File: src/rtl/button_counter.sv
// Up/down 4-bit counter driven by two debounced push-buttons, with a
// synchronous load and one-cycle step/wrap pulses.

module button_counter_debounce #(
    parameter int DEBOUNCE_CYCLES = 50000
) (
    input  logic clk,
    input  logic rst,
    input  logic i_btn,
    output logic o_press
);

    localparam int CW = $clog2(DEBOUNCE_CYCLES);
    localparam logic [CW-1:0] LAST = CW'(DEBOUNCE_CYCLES - 1);

    typedef enum logic [1:0] {
        RELEASED,
        PRESS_WAIT,
        PRESSED,
        RELEASE_WAIT
    } state_t;

    state_t        r_state;
    logic [CW-1:0] r_cnt;
    logic          r_sync1;
    logic          r_sync2;
    logic          w_level;
    logic          w_done;

    assign w_level = r_sync2;
    assign w_done  = (r_cnt == LAST);

    // Event is decoded from registered state so the count moves on the same
    // edge the FSM accepts the press; nothing here depends on i_btn directly.
    assign o_press = (r_state == PRESS_WAIT) && w_level && w_done;

    always_ff @(posedge clk) begin
        if (rst) begin
            r_sync1 <= 1'b0;
            r_sync2 <= 1'b0;
            r_state <= RELEASED;
            r_cnt   <= '0;
        end else begin
            r_sync1 <= i_btn;
            r_sync2 <= r_sync1;
            unique case (r_state)
                RELEASED: begin
                    if (w_level) begin
                        r_state <= PRESS_WAIT;
                        r_cnt   <= '0;
                    end
                end
                PRESS_WAIT: begin
                    if (!w_level) begin
                        r_state <= RELEASED;
                    end else if (w_done) begin
                        r_state <= PRESSED;
                    end else begin
                        r_cnt <= r_cnt + CW'(1);
                    end
                end
                PRESSED: begin
                    if (!w_level) begin
                        r_state <= RELEASE_WAIT;
                        r_cnt   <= '0;
                    end
                end
                RELEASE_WAIT: begin
                    if (w_level) begin
                        r_state <= PRESSED;
                    end else if (w_done) begin
                        r_state <= RELEASED;
                    end else begin
                        r_cnt <= r_cnt + CW'(1);
                    end
                end
            endcase
        end
    end

endmodule

module button_counter #(
    parameter int DEBOUNCE_CYCLES = 50000
) (
    input  logic       clk,
    input  logic       rst,
    input  logic       btn_up,
    input  logic       btn_down,
    input  logic       load,
    input  logic [3:0] load_val,
    output logic       A,
    output logic       B,
    output logic       C,
    output logic       D,
    output logic       step,
    output logic       wrap
);

    logic       w_up_ev;
    logic       w_dn_ev;
    logic [3:0] r_count;
    logic       r_step;
    logic       r_wrap;

    button_counter_debounce #(
        .DEBOUNCE_CYCLES(DEBOUNCE_CYCLES)
    ) u_deb_up (
        .clk    (clk),
        .rst    (rst),
        .i_btn  (btn_up),
        .o_press(w_up_ev)
    );

    button_counter_debounce #(
        .DEBOUNCE_CYCLES(DEBOUNCE_CYCLES)
    ) u_deb_dn (
        .clk    (clk),
        .rst    (rst),
        .i_btn  (btn_down),
        .o_press(w_dn_ev)
    );

    always_ff @(posedge clk) begin
        if (rst) begin
            r_count <= 4'd0;
            r_step  <= 1'b0;
            r_wrap  <= 1'b0;
        end else if (load) begin
            r_count <= load_val;
            r_step  <= 1'b0;
            r_wrap  <= 1'b0;
        end else if (w_up_ev && w_dn_ev) begin
            r_step <= 1'b0;
            r_wrap <= 1'b0;
        end else if (w_up_ev) begin
            r_count <= r_count + 4'd1;
            r_step  <= 1'b1;
            r_wrap  <= (r_count == 4'd15);
        end else if (w_dn_ev) begin
            r_count <= r_count - 4'd1;
            r_step  <= 1'b1;
            r_wrap  <= (r_count == 4'd0);
        end else begin
            r_step <= 1'b0;
            r_wrap <= 1'b0;
        end
    end

    assign {A, B, C, D} = r_count;
    assign step = r_step;
    assign wrap = r_wrap;

endmodule

File: config.mk
export PLATFORM = sky130hd
export DESIGN_NAME = button_counter
export DESIGN_NICKNAME = d
export VERILOG_FILES = /design/src/rtl/button_counter.sv
export SDC_FILE = /design/constraint.sdc
export NUM_CORES = 1
export LEC_CHECK = 0
export ABC_CLOCK_PERIOD_IN_PS = 6700
export CAP_MARGIN = 5
export CORE_UTILIZATION = 51
export CTS_BUF_LIST = sky130_fd_sc_hd__clkbuf_8
export DETAILED_ROUTE_END_ITERATION = 12
export DONT_BUFFER_PORTS = 1
export PLACE_DENSITY_LB_ADDON = 0.1
export SYNTH_ARGS = -nofsm -noshare
export SYNTH_HDL_FRONTEND = slang
export SYNTH_SLANG_ARGS = --single-unit
File: constraint.sdc
create_clock -name clk -period 6.7 [get_ports clk]
set_input_delay 1.34 -clock clk [delete_from_list [all_inputs] [get_ports clk]]
set_output_delay 1.34 -clock clk [all_outputs]
set_load 0.1 [all_outputs]
# == Yosys cells after proc, flatten, opt, wreduce, memory -nomap -nowiden ==
# Cells that the tools add are included.
# op_classes
add_sub_neg,4
n_mul,0
div_mod_pow,0
magnitude_cmp,0
n_eq_ne,22
n_shift,0
mux,34
bitwise_logic,0
reduce_logical,15
# op_table
op,n
2-to-1 mux 16 bit,10
case mux 16 bit (4 select lines),2
adder 16 x 1 -> 16 bit (second input constant),2
equality test 16 bit (second input constant),2
2-to-1 mux 2 bit,12
2-to-1 mux 4 bit,4
case mux 2 bit (4 select lines),2
AND reduction 4 bit,4
!= test 2 bit (second input constant),5
equality test 2 bit (second input constant),4
!= test 2 x 1 -> 1 bit (second input constant),4
!= test 3 x 1 -> 1 bit (second input constant),2
!= test 3 bit (second input constant),2
logical AND 1 bit,5
adder 4 x 1 -> 4 bit (second input constant),1
equality test 2 x 1 -> 1 bit (second input constant),2
equality test 4 bit (second input constant),1
zero test 2 bit,2
zero test 4 bit,1
2-to-1 mux 1 bit,4
subtractor 4 x 1 -> 4 bit (second input constant),1
nonzero test 3 bit,1
OR reduction 3 bit,1
AND reduction 2 bit,1
# word_totals
ff_bits,46
latchBits,0
ramBits,0
mem_bits_ro,0
inputBits,9
out_inout_bits,6
word_cells,86
n_memories,0

# == Depth between registers and ports, before layout ==
# Gate-level depths: netlist of run 1.
# depth
depth_word,7
mapped_depth,10
ltp_nobuf,9

# == Cells and area by module ==
# Synthesis of run 1 repeated with hierarchy kept, for this count alone.
# unflattened
hier_cells,260
hier_area_um2,2336.0
# by_module_without_submodules
mod,n_inst,cells_each,area_per_inst_um2,seq_area_each_um2
button_counter_debounce,2,110,982.2,400.4
button_counter,1,40,371.6,120.1

# == Worst setup path before layout of run 1 ==
# No wires, ideal clock.
# synth_timing
kind,reg2out
startpoint,reg r_count[0]
endpoint,out D
arrival_ns,1.040
t_required_ns,5.360
path_slack_ns,4.320
path_stages_with_launch,1
path_cell_list,dfxtp_1
# synth_rtl
item,line,source
"start, declared",102,logic [3:0] r_count;
"start signal, assigned",130,r_count <= load_val;
"start signal, assigned",137,r_count <= r_count + 4'd1;
"start signal, assigned",141,r_count <= r_count - 4'd1;
"end, declared",95,"output logic D,"
# No word-level cell between the ends.

# == Worst setup path in the final report of run 1 ==
# layout_timing
startpoint,reg r_count[1]
endpoint,out C
# layout_rtl
item,line,source
"end, declared",94,"output logic C,"
# No word-level cell between the ends.

==> results.md, run 1 <==
- GRT overflow: 0
- Chip width: 69.5 um
- Row count: 24
- EDFF count, synth: 0
- Clk pwr share: 35.7%
- PD cells: 198 mW/mm^2
- Worst Setup Path Type: flip-flop to output pin
- Worst slew pin tran: approximately 1.2 ns
- Initial Utilization: 53.3%
- Hold Crit Class: flip-flop to flip-flop
- Post-synth cell types: 50
- Clk root buf: clkbuf_8
- Commonest cells after routing, fill and taps aside: dfxtp_1, nor2_1, nand2_1
- Cts hold-fix bufs: 0
- Reg clk slew, reported paths: 0.09 ns
- Yosys warnings: 0
- Crit Reg-Reg Endpoint: r_count[3]$_SDFFE_PP0P_
- Net switching component of the power: 119 uW
- WL/cell: roughly 13 um
- CTS tree: yes
- Total CTS buffers: 5
- Power consumption: 486 uW
- Post-cts resize count: 0
- Initial drt markers: 63
- Max Freq: 360 MHz
- Die Y: approximately 70 um
- Routed Antenna Nets: 0
- Worst setup endpoint: C
- Global Route Usage Sum: 19.9%
- Final HPWL DP: 3.05 mm
- Arrival time worst endpoint: 1.44 ns
- Final setup fails: 0
- Final nets: about 290
- Initial antenna violation count: 0
- Commonest non-fill, non-tap cell in the layout: dfxtp_1
- Largest net degree at the start of global routing: 28
- Gpl congestion: 0.809
- First-pass iteration count of the detailed router: 4
- Post-Synthesis Cells: between 200 and 300
- Max-slew violations: 0
- Mean post-synth cell area: 8.35 um^2
- Buffer levels on the longest clock path: 2
- Final wirelength: 4.31 mm
- Clock insertion delay at the later pin of the skew report: 0.30 ns
- Status: finished, final reports clean
- Worst setup path start: r_count[1]$_SDFFE_PP0P_
- R2R Setup Slk: 4.22 ns
- Reg2reg start: u_deb_up.r_cnt[13]$_SDFFE_PP0P_
- Minimum clock period: approximately 2.8 ns
- H-tree Lvls: 2
- Crit path max fanout: 9
- RSZ-0062 raised after global routing: false
- Max-slew headroom: 19.3%
- Synth Net Count: 291
- Core footprint: 0.00435 mm^2
- Total negative setup slack: 0 ns
- Finished Core Util: between 50% and 60%
- Element type at the critical path end: output pin
- Comb power frac: 4.8%
- Most used DFF post-synth: dfxtp_1
- Buffers added on ports: 0
- Area grow syn2layout: 5.77%
- Critical path launch point type: flip-flop
- Clock Skews: ~0.010 ns
- Worst EP required: between 5 and 6 ns
- First-pass GRT wire length: slightly below 8 mm
- Sw Ratio: 24.5%
- I/O pins: 15
- Netlist Area Pre-Place: 0.00232 mm^2
- Post-synthesis sequential area ratio: 39.7%
- Hold Violations, Final: 0
- R2R depth: 8
- Leakage power: roughly 0.00086 uW
- Flop pwr share: 59.5%
- DIE AREA: slightly below 0.005 mm^2
- Ant diodes: 0
- Clk sinks: 46
- Total vias in the final route: 1883
- Pint: 367 uW
- Maxcap violations: 0
- Worst path depth: 0
- Ys async rst share: 0%
- Post-CTS Setup Bufs: 0
- Residual DRC count: 0
- Vias per inst: 5.69
- Post-route clock period utilization: 41.5%
- Peak VDD IR: between 0.1 and 0.15 mV
- Layout cells sized above 1: 7.89%
- FF+latch count, synth: 46
- Vias in the first global route: 1761
[metrics by stage]
step           hold slack [ns]  cell area, um^2  setup WS [ns]  cells
6_report                 0.443             2460           3.92    331
4_1_cts                  0.443             2460           3.92    331
5_1_grt                  0.466             2460           3.87    331
2_1_floorplan            0.414             2320           4.32    278
3_5_place_dp             0.423             2360           4.25    323
3_3_place_gp             0.435             2360           4.27    323
[cells by family (layout without fill, tap and decap cells)]
logic type,Yosys count,in the layout,share of synthesized area (%)
buf+inv,16,17,2.59
compound gates,48,48,12.1
simple gates,138,138,33.1
mux,3,3,1.29
fa+ha+maj,5,5,2.59
xor+xnor,22,22,8.62
flops,46,46,39.7
[worst min path at each step]
stage | from | endpoint | cells after the start
floorplan | u_deb_dn.r_sync1$_SDFF_PP0_ | u_deb_dn.r_sync2$_SDFF_PP0_ | 1
global placement | u_deb_up.r_sync1$_SDFF_PP0_ | u_deb_up.r_sync2$_SDFF_PP0_ | 1
detailed placement | u_deb_up.r_sync1$_SDFF_PP0_ | u_deb_up.r_sync2$_SDFF_PP0_ | 1
CTS | u_deb_up.r_sync1$_SDFF_PP0_ | u_deb_up.r_sync2$_SDFF_PP0_ | 1
global route | u_deb_up.r_sync1$_SDFF_PP0_ | u_deb_up.r_sync2$_SDFF_PP0_ | 1
finish | u_deb_up.r_sync1$_SDFF_PP0_ | u_deb_up.r_sync2$_SDFF_PP0_ | 1
[sequential cells by signal, summed over array words and instances (netlist names), named ones only]
name	flops
step	1
u_deb_up.r_sync1	1
u_deb_up.r_state	1
u_deb_dn.r_state	1
r_count	4
u_deb_up.r_sync2	1
u_deb_dn.r_sync2	1
wrap	1
u_deb_up.r_cnt	16
u_deb_dn.r_cnt	16
u_deb_dn.r_sync1	1
[per-layer routing]
layer  GRT usage, %  share of wire (%)  up-vias
li1               -                  -      983
met1           25.2                 50      852
met2           33.7                 46       42
met3           4.36                3.6        6
met4           6.35                1.2        0
met5              0                  0        -
[Yosys cell counts (2+ instances only)]
library cell | count | area [um^2]
a211o_1 | 2 | 17.5
a21o_1 | 2 | 15.0
a21oi_1 | 19 | 95.1
a31oi_1 | 2 | 12.5
and3_1 | 6 | 37.5
and4_1 | 4 | 35.0
and4bb_2 | 2 | 25.0
clkbuf_1 | 7 | 26.3
dfxtp_1 | 46 | 921
ha_1 | 4 | 50.1
inv_1 | 8 | 30.0
mux2i_1 | 3 | 30.0
nand2_1 | 25 | 93.8
nand2b_1 | 2 | 12.5
nand3_1 | 11 | 55.1
nand4_1 | 11 | 68.8
nor2_1 | 39 | 146
nor2b_1 | 5 | 31.3
nor3_1 | 4 | 20.0
nor3b_1 | 4 | 30.0
nor4_1 | 4 | 25.0
o21ai_0 | 12 | 60.1
o21ai_1 | 3 | 15.0
or3_1 | 6 | 37.5
or3_2 | 3 | 22.5
xnor2_1 | 8 | 70.1
xor2_1 | 13 | 114
[area by class of cell]
type / instances / area (um^2)
repair buffers: 1 / 7.51
inverters: 8 / 30.0
fillers: 401 / 1900
multi-input cells: 216 / 1340
clock buffers: 6 / 82.6
clock inverters: 2 / 8.76
well taps: 52 / 65.1
flip-flops and latches: 46 / 921
[power by group through the flow]
stage          combinational, uW  clock, uW  sequential [uW]
2_1_floorplan               19.0          0              297
3_3_place_gp                23.1          0              296
3_5_place_dp                23.5          0              296
4_1_cts                     23.5        178              289
5_1_grt                     26.4        188              290
6_report                    23.3        173              289
(Power assumes the default switching activity.)
==> inputs of run 2 (changes only) <==
Settings changed: ABC_CLOCK_PERIOD_IN_PS 6700 to 2250.
Clock period 6.7 ns to 2.25 ns, I/O delays scaled along.
==> results.md, run 2 (synthesized netlist as in run 1, its figures left out) <==
- Maxcap violations: 0 (unchanged)
- Global Route Usage Sum: 20.8% (+0.93 points)
- Crit-path cells: or4b_1 > or4_4 > and4_4 > nand4_4 > xor2_1 > nor2_1
- DIE AREA: 0.00483 mm^2 (unchanged)
- Vias in the first global route: 1811 (+2.8%)
- Hold Violations, Final: 0 (unchanged)
- Hold path cells: 1 (unchanged)
- First-pass iteration count of the detailed router: 4 (unchanged)
- Initial drt markers: 94 (+49%)
- Fillers: 377 (-6.0%)
- Gpl congestion: 0.799 (-1.1%)
- Clock Skews: 0.00945 ns (-0.000762 ns)
- Clk root buf: clkbuf_8
- WL/cell: 13.1 um (+0.63%)
- PD cells: 623 mW/mm^2 (+220%)
- Core footprint: 0.00435 mm^2 (unchanged)
- Chip width: 69.5 um (unchanged)
- Final HPWL DP: 3.35 mm (+9.8%)
- Die Y: 69.5 um (unchanged)
- Max-slew violations: 0 (unchanged)
- Final nets: 314 (+7.9%)
- Worst slew pin tran: 0.487 ns (-0.721 ns)
- CTS tree: yes
- Status: finished, final reports clean
- Crit path max fanout: 7 (-2)
- R2R depth: 6 (-2)
- Reg2reg start: u_deb_dn.r_cnt[11]$_SDFFE_PP0P_
- Total negative setup slack: 0 ns (unchanged)
- Initial antenna violation count: 0 (unchanged)
- Largest net degree at the start of global routing: 28 (unchanged)
- Clock insertion delay at the later pin of the skew report: 0.30 ns (about the same)
- Routed Antenna Nets: 0 (unchanged)
- Post-CTS Setup Bufs: 0 (unchanged)
- Clk sinks: 46 (unchanged)
- R2R Setup Slk: 0.1 ns (-4.12 ns)
- Total vias in the final route: 1988 (+5.6%)
- Hold Startpoint: rst
- Max incr delay on CP: 0.60 ns
- Final wirelength: 4.63 mm (+7.6%)
- Max-slew headroom: 67.5% (+48 points)
- Hold endpoint: u_deb_dn.r_sync1$_SDFF_PP0_
- Worst Setup Path Type: flip-flop to flip-flop
- Worst EP required: 2.43 ns (-2.93 ns)
- Commonest non-fill, non-tap cell in the layout: dfxtp_1
- Final setup fails: 0 (unchanged)
- Element type at the critical path end: flip-flop
- Post-route clock period utilization: 95.6%
- Top flop regs: u_deb_dn.r_cnt: 16 flops, u_deb_up.r_cnt: 16 flops, r_count: 4 flops
- Crit-path leading delay family: simple AND/OR/NAND/NOR gates
- Layout cells sized above 1: 16.6% (+8.7 points)
- Final WS setup: 0.0983 ns (-3.82 ns)
- I/O pins: 15 (unchanged)
- RSZ-0062 raised after global routing: false
- Critical path launch point type: flip-flop
- Row count: 24 (unchanged)
- GRT overflow: 0 (unchanged)
- H-tree Lvls: 2 (unchanged)
- Cts hold-fix bufs: 0 (unchanged)
- Vias per inst: 5.62 (-1.3%)
- Buffer levels on the longest clock path: 2 (unchanged)
- Commonest cells after routing, fill and taps aside: dfxtp_1, nor2_1, nand2_1
- Worst path slowest cell: or4b_1
- Arrival time worst endpoint: 2.33 ns (+0.89 ns)
- Crit path buf inv count: 0
- Minimum clock period: 2.15 ns
- Initial Utilization: 53.3% (unchanged)
- Area grow syn2layout: 17.7%
- Crit Reg-Reg Endpoint: u_deb_dn.r_cnt[9]$_SDFFE_PP0P_
- Ant diodes: 0 (unchanged)
- Leakage power: 0.00100 uW (+17%)
- Buffers added on ports: 0 (unchanged)
- First-pass GRT wire length: 8.19 mm (+4.0%)
- Finished Core Util: 62.8% (+6.4 points)
- Max Freq: 465 MHz
- Peak VDD IR: 0.379 mV (+260%)
- Reg clk slew, reported paths: 0.09 ns (about the same)
- Total CTS buffers: 5 (unchanged)
- Residual DRC count: 0 (unchanged)
- Pre-CTS WS: -0.0572 ns (-4.31 ns)
- Hold Crit Class: primary input to flip-flop
## run 2: where the power goes
| part | total [uW] | leakage, uW | internal [uW] | switching, uW |
|---|---|---|---|---|
| logic | 111 | 0.000561 | 36.6 | 74.9 |
| clock network | 756 | 0.0000714 | 474 | 282 |
| registers | 837 | 0.000372 | 823 | 13.7 |
## run 2: layout make-up
| cell class | count | area, um^2 | share of cell area (%) |
|---|---|---|---|
| clock inverters | 2 | 60.1 | 2.20 |
| flip-flops and latches | 46 | 921 | 33.7 |
| inverters | 8 | 30.0 | 1.10 |
| multi-input cells | 216 | 1400 | 51.0 |
| clock buffers | 6 | 82.6 | 3.02 |
| well taps | 52 | 65.1 | 2.38 |
| repair buffers | 24 | 180 | 6.59 |
## run 2: stage by stage
| stage | hold WS [ns] | total power [uW] | cell area, um^2 | std cells |
|---|---|---|---|---|
| 2_1_floorplan | 0.414 | 943 | 2330 | 278 |
| 3_3_place_gp | 0.416 | 959 | 2550 | 346 |
| 3_5_place_dp | 0.439 | 959 | 2550 | 346 |
| 4_1_cts | 0.196 | 1720 | 2700 | 354 |
| 5_1_grt | 0.192 | 1770 | 2730 | 354 |
| 6_report | 0.207 | 1700 | 2730 | 354 |
## run 2: how the worst max path moves through the flow
stage | slack (ns) | start | endpoint | cells past startpoint
after detailed placement | -0.06 | u_deb_up.r_cnt[0]$_SDFFE_PP0P_ | r_count[3]$_SDFFE_PP0P_ | 9
final | 0.1 | u_deb_dn.r_cnt[11]$_SDFFE_PP0P_ | u_deb_dn.r_cnt[9]$_SDFFE_PP0P_ | 6
after CTS | 0.04 | u_deb_up.r_cnt[0]$_SDFFE_PP0P_ | r_count[3]$_SDFFE_PP0P_ | 8
after global routing | 0.009 | u_deb_up.r_cnt[0]$_SDFFE_PP0P_ | r_count[3]$_SDFFE_PP0P_ | 8
after global placement | 0.06 | u_deb_up.r_cnt[0]$_SDFFE_PP0P_ | r_count[3]$_SDFFE_PP0P_ | 9
after floorplan | 0.01 | u_deb_up.r_cnt[0]$_SDFFE_PP0P_ | r_count[3]$_SDFFE_PP0P_ | 10
## run 2: what timing repair did
| item | in CTS | in global routing |
|---|---|---|
| gates resized for setup | 3 | 5 |
| pin swaps | 1 | 1 |
| setup endpoints to repair | 1 | 3 |
## run 2: routing by layer
metal	GRT usage, %	vias up	routed length [um]	share of wire, %
met4	5.44	0	35	0.76
met1	28.1	921	2400	52
li1	-	1037	-	-
met2	33.2	26	2050	44
met5	0	-	0	0
met3	5.23	4	149	3.2
==> RTL change 1, RTL diff (config.mk and constraints of run 2) <==
The 4 states of `state_t` get a one-hot encoding in 4 bits.
--- a/src/rtl/button_counter.sv
+++ b/src/rtl/button_counter.sv
@@ -13,11 +13,11 @@
     localparam int CW = $clog2(DEBOUNCE_CYCLES);
     localparam logic [CW-1:0] LAST = CW'(DEBOUNCE_CYCLES - 1);
 
-    typedef enum logic [1:0] {
-        RELEASED,
-        PRESS_WAIT,
-        PRESSED,
-        RELEASE_WAIT
+    typedef enum logic [3:0] {
+        RELEASED     = 4'b0001,
+        PRESS_WAIT   = 4'b0010,
+        PRESSED      = 4'b0100,
+        RELEASE_WAIT = 4'b1000
     } state_t;
 
     state_t        r_state;
Function: no difference found for any inputs over 10 cycles, from zero or initial values and one cycle with rst high; not proved beyond that.
==> RTL change 1 against run 2 <==
The flow now finishes with violations (setup timing). Setup slack lost 0.35 ns. Core utilization grew 1.1 points. Synthesized area grew 21%. First-iteration DRC count shrank 9.6%. Wire length grew 29%. Non-clock buffer count grew 21. Final area grew 22%. Sequential cell count grew 4. Critical path type unchanged.
Power is not compared: it rests on default switching activity, and its combinational part moved more than twofold at a synthesized area within 25%.
==> RTL change 1: results <==
[yosys]
syn_inst = 344
syn_nets = 357
synth_mux_area_frac = 0.00357
synth_area_leaders = dfxtp_1 (36%), xnor2_1 (11%), nor2_1 (7.0%)
synth_xor_area_frac = 0.121
ys_seq_area_frac = 0.357
ys_async_sr_fraction = 0
synthAdderAreaFrac = 0.0214
synth.distinct_cells = 56
synthTopCellsByCount = nor2_1 (52), dfxtp_1 (50), xnor2_1 (36)
synth-compound-area-share = 0.103
ys_warn_count = 0

[timing]
max_slew.worst_pin.slew_ns = 0.679
setup_viol = 22
worst_slack_ns = -0.253
clock_skew_ns = 0.00554
fin_setup_tns_ns = -3.11

[worst_setup_path]
cp_data_arrival_time_ns = 2.72
crit_fanout = 3

[placement]
dpl.cell_count = 435
finalWeightedCongestion = 0.799
dp_hpwl_um = 4030
post-place-ws_ns = -0.177

[grt]
antenna_found_initial = 1
grt_pass1_vias = 2206
grt_pass1_wl_um = 9760
grt_start_max_net_pins = 20
grt_usage = 0.207

[run_status]
violations = setup timing
status = complete, but fails checks

[final_layout]
drive_gt1_frac = 0.202
layout.nets = 389
final_cells = 448
reg.largest.list = u_deb_dn.r_cnt x16, u_deb_up.r_cnt x16

[detailed_routing]
drtIter0Drc = 85
avgViaCountPerCell = 5.50
wl_um = 5960

[cts]
numCtsBuffers = 5

[power]
leakagePower_nw = 1.13
## RTL change 1: cell types whose count changed in the layout (fill, tap and decap cells not counted), sizes merged, moves of 5 or more
cell / change
buf: +21
nor3: +5
nand4: -7
nor4: +17
o21ai: -8
xnor2: +29
xor2: -13
nor2: +14
nand3: +6
or3: -8
## RTL change 1: area by class of cell
type	instances	area [um^2]
flip-flops and latches	50	1010
fillers	470	1880
well taps	70	87.6
inverters	11	41.3
clock buffers	6	82.6
clock inverters	2	12.5
repair buffers	45	338
multi-input cells	263	1760
diodes	1	2.50
## RTL change 1: worst paths after layout
path	depth (start not counted)	slack (ns)	start	endpoint
setup / recovery	7	-0.25	u_deb_dn.r_cnt[13]	r_count[1]
hold reg to reg	1	0.45	u_deb_up.r_sync1	u_deb_up.r_sync2
setup reg to reg	7	-0.25	u_deb_dn.r_cnt[13]	r_count[1]
hold / removal	1	0.20	rst	r_count[1]
## RTL change 1: power groups by stage
stage                     combinational (mW)  clock [mW]  sequential (mW)
after floorplan                        0.266           0            0.988
after global placement                 0.340           0            0.980
after detailed placement               0.345           0            0.980
after CTS                              0.351       0.568            0.960
after global routing                   0.408       0.609            0.966
final                                  0.371       0.551            0.961
## RTL change 1: layer usage
metal | track usage | vias to the layer above | part of all wire
met5 | 0 | - | 0
li1 | - | 1270 | -
met3 | 0.0479 | 5 | 0.038
met1 | 0.275 | 1146 | 0.51
met4 | 0.0654 | 0 | 0.0089
met2 | 0.331 | 42 | 0.44
## RTL change 1: critical path: stages, from the launching register on
cell      delay, ns
dfxtp_2        0.33
or4_1          0.51
or4_4          0.58
nor4b_4        0.37
buf_4          0.18
xnor2_2        0.11
nand2_1        0.10
a311oi_2       0.25
## RTL change 1: through the flow
step,cell area [um^2],utilization,hold slack [ns]
floorplan,2830,-,0.414
global placement,3120,0.600,0.426
detailed placement,3120,0.600,0.426
CTS,3220,0.619,0.196
global route,3330,0.639,0.186
finish,3330,0.639,0.204
## RTL change 1: logic make-up after synthesis
group                      Yosys count
buffers and inverters               31
muxes                                1
DFF                                 50
AOI/OAI and AO/OA                   43
adders and majority gates            5
and+or+nand+nor                    176
xor gates and xnor gates            38
## RTL change 1: timing repair
action,4_1_cts,5_1_grt
pin swaps,4,15
resized for setup,2,15
cloned,1,0
setup endpoints to repair,21,22
setup buffers,0,3
hold endpoints to repair,0,0
==> RTL change 2, RTL diff (flow settings as in run 2) <==
Made on the original files. `DEBOUNCE_CYCLES` is set to 50000 in 2 places; all go to 100000.
--- a/src/rtl/button_counter.sv
+++ b/src/rtl/button_counter.sv
@@ -2,7 +2,7 @@
 // synchronous load and one-cycle step/wrap pulses.
 
 module button_counter_debounce #(
-    parameter int DEBOUNCE_CYCLES = 50000
+    parameter int DEBOUNCE_CYCLES = 100000
 ) (
     input  logic clk,
     input  logic rst,
@@ -81,7 +81,7 @@
 endmodule
 
 module button_counter #(
-    parameter int DEBOUNCE_CYCLES = 50000
+    parameter int DEBOUNCE_CYCLES = 100000
 ) (
     input  logic       clk,
     input  logic       rst,
Behaviour: same outputs for any inputs over 10 cycles, from zero or initial values and one cycle with rst high; that may be too few to reach the edited logic, so the function may still have changed.
==> RTL change 2 against run 2 <==
The run now ends with setup timing left. Setup slack worse by 0.11 ns. Wire length increased by 23%. Synthesized cell count up 12%. Total power decreased by 12%. Via count rose by 19%. Sequential cell count increased by 2. Synthesized area up 11%. Count of clock-buffer cells in the layout did not move. Clock power shrank 32%. Final area is 14% higher. Maximum frequency is 4.7% lower. Critical path type unchanged.
==> RTL change 2: results <==
[grt]
grt_pass1_vias = 2037
grt_start_max_net_pins = 30
grt_pass1_wl_um = 9520

[final_layout]
reg.largest.list = u_deb_dn.r_cnt x17, u_deb_up.r_cnt x17, r_count x4
final_cells = 413
drive_gt1_frac = 0.205
nFillCells = 444

[power]
powerClk_mw = 0.516
internal-power_mw = 1.14
p_sw_frac = 0.242
leakagePower_nw = 1.09
ir_worst_vdd_uv = 261

[yosys]
synthTopCellsByCount = dfxtp_1 (48), nand2_1 (29), nor2_1 (28)
syn_nets = 325
synth.distinct_cells = 53
ys_seq_area_frac = 0.371
synth_area_leaders = dfxtp_1 (37%), nand3_1 (4.3%), nand2_1 (4.2%)
synth_xor_area_frac = 0.0575

[placement]
finalWeightedCongestion = 0.803
dp_hpwl_um = 4070

[detailed_routing]
wl_met3_um = 287
vias = 2374

[timing]
clock_skew_ns = 0.00962
setup_viol = 1
worst_slack_ns = -0.00743

[run_status]
violations = setup timing
status = complete, but fails checks

[worst_setup_path]
crit_path_max_incr_delay_ns = 0.55
slowest_stage = or4_4
RTL change 2: changes by cell type in the layout (fill, tap and decap cells not counted), sizes merged, moves of 7 or more:
| cell | change |
|---|---|
| xor2 | -8 |
| nor2 | -11 |
| a211oi | +7 |
| nand3 | +11 |
| o21ai | -7 |
| buf | +16 |
RTL change 2: layout make-up:
class / count / area, um^2 / share of cell area
clock buffers: 6 / 82.6 / 0.0264
repair buffers: 40 / 313 / 0.100
clock inverters: 2 / 7.51 / 0.00240
multi-input cells: 240 / 1640 / 0.524
well taps: 67 / 83.8 / 0.0268
flip-flops and latches: 48 / 963 / 0.308
inverters: 10 / 37.5 / 0.0120
RTL change 2: path summary, 6_finish.rpt:
| path | startpoint | end | slack, ns | cells after the start |
|---|---|---|---|---|
| setup / recovery | u_deb_up.r_cnt[13] | r_count[3] | -0.007 | 9 |
| hold reg to reg | u_deb_dn.r_sync1 | u_deb_dn.r_sync2 | 0.44 | 1 |
| setup reg to reg | u_deb_up.r_cnt[13] | r_count[3] | -0.007 | 9 |
| hold / removal | rst | r_count[1] | 0.20 | 1 |
RTL change 2: kinds of logic after synthesis:
| logic type | after synthesis |
|---|---|
| fa+ha+maj | 5 |
| buf+inv | 23 |
| mux | 2 |
| flops | 48 |
| simple gates | 145 |
| xor+xnor | 17 |
| compound gates | 71 |
RTL change 2: repair_timing:
action | CTS | global route
buffers inserted | 0 | 2
gates resized for setup | 5 | 10
pin swaps | 5 | 2
endpoints found under the setup margin | 8 | 20
RTL change 2: metal layers:
metal | GRT usage | vias to the layer above
li1 | - | 1225
met1 | 0.327 | 1092
met2 | 0.348 | 51
met3 | 0.0566 | 6
met4 | 0.0675 | 0
met5 | 0 | -
